[src/rtl/riscv_ms_pkg.sv]
// Shared types and limits for the multicycle RISC-V memory sequencing logic.
package riscv_ms_pkg;

  typedef enum logic {
    IDLE = 1'b0,
    RD   = 1'b1
  } arb_state_t;

  typedef enum logic {
    CORE = 1'b0,
    DBG  = 1'b1
  } arb_owner_t;

  localparam int MEM_LAT_MAX = 8;
  localparam int LAT_CNT_W   = $clog2(MEM_LAT_MAX);

endpackage

[src/rtl/mem_lat_timer.sv]
// Loadable down-counter that flags the last cycle of a memory read latency window.
module mem_lat_timer
  import riscv_ms_pkg::*;
#(
  parameter int W = LAT_CNT_W
) (
  input  logic         clk,
  input  logic         rst,
  input  logic         load,
  input  logic [W-1:0] load_val,
  input  logic         active,
  output logic         done
);

  logic [W-1:0] cnt_reg;

  always_ff @(posedge clk or negedge rst) begin
    if (!rst) begin
      cnt_reg <= '0;
    end else if (load) begin
      cnt_reg <= load_val;
    end else if (active && (cnt_reg != '0)) begin
      cnt_reg <= cnt_reg - 1'b1;
    end
  end

  assign done = active && (cnt_reg == '0);

endmodule

[src/rtl/mem_port_arbiter.sv]
// Shares the unified memory between the core and a debug/loader port, one transaction at a time.
// Define RISCV_MS_DBG_PORT_EN to enable the debug requester; otherwise it is a core-only latency sequencer.
module mem_port_arbiter
  import riscv_ms_pkg::*;
#(
  parameter int ADDR_W   = 32,
  parameter int DATA_W   = 32,
  parameter int MEM_LAT  = 1,
  parameter int MAX_WAIT = 4
) (
  input  logic              clk,
  input  logic              rst,
  input  logic              core_req,
  input  logic              core_we,
  input  logic [ADDR_W-1:0] core_addr,
  input  logic [DATA_W-1:0] core_wdata,
  output logic              core_gnt,
  output logic              core_rvalid,
  output logic [DATA_W-1:0] core_rdata,
  output logic              core_stall,
  input  logic              dbg_req,
  input  logic              dbg_we,
  input  logic [ADDR_W-1:0] dbg_addr,
  input  logic [DATA_W-1:0] dbg_wdata,
  output logic              dbg_gnt,
  output logic              dbg_rvalid,
  output logic [DATA_W-1:0] dbg_rdata,
  output logic              mem_en,
  output logic              mem_we,
  output logic [ADDR_W-1:0] mem_addr,
  output logic [DATA_W-1:0] mem_wdata,
  input  logic [DATA_W-1:0] mem_rdata
);

  localparam logic [LAT_CNT_W-1:0] LAT_LOAD = LAT_CNT_W'(MEM_LAT - 1);

  arb_state_t state_reg, state_next;
  arb_owner_t owner_reg, owner_next;
  logic       core_win, dbg_win;
  logic       lat_load, lat_done;

  mem_lat_timer #(.W(LAT_CNT_W)) u_lat_timer (
    .clk      (clk),
    .rst      (rst),
    .load     (lat_load),
    .load_val (LAT_LOAD),
    .active   (state_reg == RD),
    .done     (lat_done)
  );

`ifdef RISCV_MS_DBG_PORT_EN
  localparam logic [3:0] WAIT_MAX = 4'(MAX_WAIT);
  logic [3:0] dbg_wait_reg;

  // Starvation counter: debug takes priority once it has been refused WAIT_MAX times.
  always_ff @(posedge clk or negedge rst) begin
    if (!rst) begin
      dbg_wait_reg <= '0;
    end else if (dbg_req && !dbg_win) begin
      if (dbg_wait_reg < WAIT_MAX) dbg_wait_reg <= dbg_wait_reg + 4'd1;
    end else begin
      dbg_wait_reg <= '0;
    end
  end

  assign dbg_win  = rst && (state_reg == IDLE) && dbg_req &&
                    (!core_req || (dbg_wait_reg == WAIT_MAX));
  assign core_win = rst && (state_reg == IDLE) && core_req && !dbg_win;

  assign dbg_gnt    = dbg_win;
  assign dbg_rvalid = lat_done && (owner_reg == DBG);
  assign dbg_rdata  = dbg_rvalid ? mem_rdata : '0;
`else
  logic unused_dbg;
  assign unused_dbg = ^{dbg_req, dbg_we, dbg_addr, dbg_wdata};

  assign dbg_win  = 1'b0;
  assign core_win = rst && (state_reg == IDLE) && core_req;

  assign dbg_gnt    = 1'b0;
  assign dbg_rvalid = 1'b0;
  assign dbg_rdata  = '0;
`endif

  always_ff @(posedge clk or negedge rst) begin
    if (!rst) begin
      state_reg <= IDLE;
      owner_reg <= CORE;
    end else begin
      state_reg <= state_next;
      owner_reg <= owner_next;
    end
  end

  always_comb begin
    state_next = state_reg;
    owner_next = owner_reg;
    lat_load   = 1'b0;
    mem_en     = 1'b0;
    mem_we     = 1'b0;
    mem_addr   = '0;
    mem_wdata  = '0;
    case (state_reg)
      IDLE: begin
        if (core_win) begin
          mem_en    = 1'b1;
          mem_we    = core_we;
          mem_addr  = core_addr;
          mem_wdata = core_wdata;
          if (!core_we) begin
            state_next = RD;
            owner_next = CORE;
            lat_load   = 1'b1;
          end
        end else if (dbg_win) begin
          mem_en    = 1'b1;
          mem_we    = dbg_we;
          mem_addr  = dbg_addr;
          mem_wdata = dbg_wdata;
          if (!dbg_we) begin
            state_next = RD;
            owner_next = DBG;
            lat_load   = 1'b1;
          end
        end
      end
      RD: begin
        if (lat_done) state_next = IDLE;
      end
    endcase
  end

  assign core_gnt    = core_win;
  assign core_rvalid = lat_done && (owner_reg == CORE);
  assign core_rdata  = core_rvalid ? mem_rdata : '0;
  // The rvalid cycle itself releases the core, so only earlier read cycles stall it.
  assign core_stall  = (core_req && !core_win) ||
                       ((state_reg == RD) && (owner_reg == CORE) && !lat_done);

endmodule

[config.mk]
export PLATFORM = sky130hd
export DESIGN_NAME = mem_port_arbiter
export DESIGN_NICKNAME = d
export VERILOG_FILES = /design/src/rtl/riscv_ms_pkg.sv /design/src/rtl/mem_lat_timer.sv /design/src/rtl/mem_port_arbiter.sv
export SDC_FILE = /design/constraint.sdc
export NUM_CORES = 1
export LEC_CHECK = 0
export CAP_MARGIN = 10
export CORE_AREA = 2 2 116 118
export DETAILED_ROUTE_END_ITERATION = 8
export DIE_AREA = 0 0 118 120
export GPL_TIMING_DRIVEN = 0
export HOLD_SLACK_MARGIN = 0.03
export SLEW_MARGIN = 20
export SYNTH_ARGS = -nofsm -noshare
export SYNTH_HDL_FRONTEND = slang
export SYNTH_SLANG_ARGS = --single-unit
[constraint.sdc]
create_clock -name clk -period 1.95 [get_ports clk]
set_input_delay 0.195 -clock clk [delete_from_list [all_inputs] [get_ports clk]]
set_output_delay 0.195 -clock clk [all_outputs]
set_load 0.02 [all_outputs]
==> summary.md <==
| Metric | Value |
|---|---|
| Power per cell area | `586 mW/mm2` |
| DR WL/cell | `11.6 um` |
| Die H | `120 um` |
| Fin util | `0.268` |
| Seq/Total Area, Yosys | `0.0836` |
| Post-synthesis compound-gate area fraction | `0.0251` |
| DRC violations left | `0` |
| Kind of critical path | `flip-flop to output pin` |
| Final nets | `578` |
| Global-route wire length before repair | `10000 um` |
| Count of final setup violators | `0` |
| Worst Slack Setup Final | `91.7 ps` |
| Arrival time worst endpoint | `1660 ps` |
| Yosys reg bits | `4` |
| H-tree Lvls | `1` |
| Required @ worst endpoint | `1750 ps` |
| # IOs | `301` |
| Crit-path leading delay family | `buffers and inverters` |
| Max reg flops | `3` |
| Drt pass-1 iters | `4` |
| Setup WS pre-CTS | `-549 ps` |
| Synth-to-Final Area Change | `191%` |
| Worst Path Buf+Inv | `3` |
| Status | `finished, final reports clean` |
| Worst setup path startpoint | `state_reg` |
| Net Sw Frac | `0.440` |
| Highest Clock Rate | `0.538 GHz` |
| Max IR drop VDD | `0.000701 V` |
| Vias per cell | `3.26` |
| Final hold viol count | `0` |
| Min-delay src | `u_lat_timer.cnt_reg[0]` |
| GRT overflow | `0` |
| Clock-pin slew on the worst setup and hold paths | `30 ps` |
| Cell at the slowest stage of the critical path | `dfrtp_2` |
| Antenna Nets Post-Route | `0` |
| Worst Setup Start Kind | `flip-flop` |
| PortBufs | `200` |
| Worst skew pair latency | `220 ps` |
| CP Cell Sequence | `and3b_2 -> buf_8 -> buf_6 -> and2_1 -> clkdlybuf4s15_2` |
| Ant. Diodes | `0` |
| All-layer global routing usage | `0.0870` |
| Setup tns final | `0 ps` |
| Post-Synth Adder-Cell Area | `0.0209` |
| Core area | `0.0130 mm2` |
| Syn Inst Count | `170` |
| Crit share post-route | `0.953` |
| CTS tree | `yes` |
| XOR/XNOR share of the synthesized area | `0.00731` |
| Hold WS | `534 ps` |
| Worst path max stage delay | `430 ps` |
| Slew Limit Fails | `0` |
| Simple-gate share of the synthesized area | `0.557` |
| Cell variety after synth | `18` |
| Critical Path Sink Type | `output pin` |
| Clock skew | `0.940 ps` |
| Row count | `42` |
| Vias in the first global route | `1865` |
| Total power | `2040 uW` |
| Internal power | `1140 uW` |
| Worst Path Max Fanout | `10` |
| Placer Congestion | `0.766` |
| Fillers | `1450` |
| Reg-to-reg startpoint | `u_lat_timer.cnt_reg[0]` |
| Reg power frac | `0.080` |
| Total CTS buffers | `3` |
| Comb power frac | `0.764` |
| Fin crit period | `1860 ps` |
| Clk pwr share | `0.155` |
| Total number of vias | `1905` |
| Max clock buf depth | `2` |
| Layout cell share with drive strength beyond 1 | `0.311` |
| Die ar. | `0.0142 mm2` |
| Reg-to-reg slack, setup | `610 ps` |
| Largest family of logic cells by synthesized area | `simple AND/OR/NAND/NOR gates` |
| Initial core utilization | `0.0922` |
| Max-cap viol count | `0` |
| Clock root cell | `clkbuf_16` |
| Largest net degree at the start of global routing | `11` |
| Lkg Pwr | `0.00182 uW` |
| Post-DP HPWL | `6100 um` |
| Clk sinks | `4` |
| Syn_area_per_cell | `7.04 um2` |
| P_sw | `898 uW` |
| DRT iter0 DRCs | `31` |
| RSZ-0062 raised after global routing | `false` |
| Routed wire length | `6780 um` |
| Antenna violations before repair | `0` |
| Die Span X | `118 um` |
| Syn Std Cell Area | `0.00120 mm2` |
| Hold Path Class | `flip-flop to flip-flop` |
| Yosys Warn Count | `0` |
| Mux contribution to synthesized area | `0` |
==> final cells by class <==
cell class                 count  area (um2)  share of cell area
timing repair buffer         202        1830               0.524
multi-input combinational    147         878               0.252
buffer                        48         367               0.105
tap                          176         220              0.0632
sequential                     4         101              0.0291
clock buffer                   3        75.1              0.0216
inverter                       4        15.0             0.00431
==> path summary, 6_finish.rpt <==
| check | to | cells past startpoint |
|---|---|---|
| worst min-delay path | u_lat_timer.cnt_reg[0] | 2 |
| worst max register to register | state_reg | 6 |
| min in group asynchronous | u_lat_timer.cnt_reg[2] | 2 |
| max in group asynchronous | state_reg | 2 |
| worst min register to register | u_lat_timer.cnt_reg[0] | 2 |
| worst max-delay path | mem_wdata[16] | 5 |
==> worst min-delay path, cell delays in order (launching register included) <==
cell and delay, ps:
dfrtp_1 340, xnor2_1 80, nor2_1 70
==> cells in the mapped netlist <==
cell,count,area share
nor2_1,4,0.013
and2_1,66,0.34
nor2b_1,1,0.0052
or2_1,1,0.0052
nor2b_2,1,0.0073
a211oi_2,2,0.021
xnor2_1,1,0.0073
a21oi_1,1,0.0042
buf_2,2,0.0084
clkbuf_1,7,0.022
and3b_1,2,0.015
buf_6,5,0.047
conb_1,1,0.0031
inv_1,4,0.013
dfrtp_1,4,0.084
buf_4,34,0.21
and3_1,32,0.17
ha_1,2,0.021
==> cells in the final DEF (no fill, tap or decap) <==
cell and instances:
buf_8 1, or2_1 1, and2_1 66, clkbuf_16 3
clkbuf_1 3, clkbuf_4 3, inv_1 4, and3b_1 1
dlygate4sd3_1 1, clkbuf_2 32, ha_2 1, dfrtp_1 3
buf_4 36, ha_4 1, conb_1 34, a211oi_2 2
buf_6 5, and3_1 32, and3b_2 1, buf_2 10
clkdlybuf4s15_1 7, xnor2_1 1, a21oi_2 1, nor2_1 4
clkdlybuf4s15_2 29, dlygate4sd2_1 24, nor2b_2 1, clkdlybuf4s50_1 99
dfrtp_2 1, nor2b_1 1
==> power by group through the flow <==
stage               sequential (uW)  combinational [uW]  clock [uW]
CTS                             174                1530         323
floorplan                       158                 872           0
global placement                171                1590           0
global route                    171                1690         334
detailed placement              172                1610           0
finish                          163                1560         317
==> cell families (layout without fill, tap and decap cells) <==
logic type | count (synthesis) | in the layout
and+or+nand+nor | 107 | 107
buffers and inverters | 52 | 257
DFF | 4 | 4
AOI/OAI and AO/OA | 3 | 3
adders and majority gates | 2 | 2
other | 1 | 34
xor gates and xnor gates | 1 | 1
==> metal layers <==
metal | global-route usage | routed length, um | up-vias | part of all wire
met5 | 0 | 0 | - | 0
met4 | 0.00904 | 11 | 0 | 0.0016
met3 | 0.0233 | 581 | 2 | 0.086
met2 | 0.169 | 3550 | 114 | 0.52
met1 | 0.0969 | 2640 | 847 | 0.39
li1 | - | - | 942 | -
==> stage by stage <==
stage / instances / area (um2)
after CTS: 583 / 3640
after global routing: 584 / 3480
after floorplan: 203 / 1320
after global placement: 579 / 3540
final: 584 / 3480
after detailed placement: 579 / 3540
==> timing repair <==
item | CTS | global route
gates resized for setup | 223 | 55
setup buffers | 0 | 1
hold buffers | 1 | 0
cloned | 0 | 0
endpoints found under the hold margin | 4 | 0
pin swaps | 0 | 1
setup endpoints to repair | 100 | 80
No activity file was read; power rests on OpenSTA's default activity.
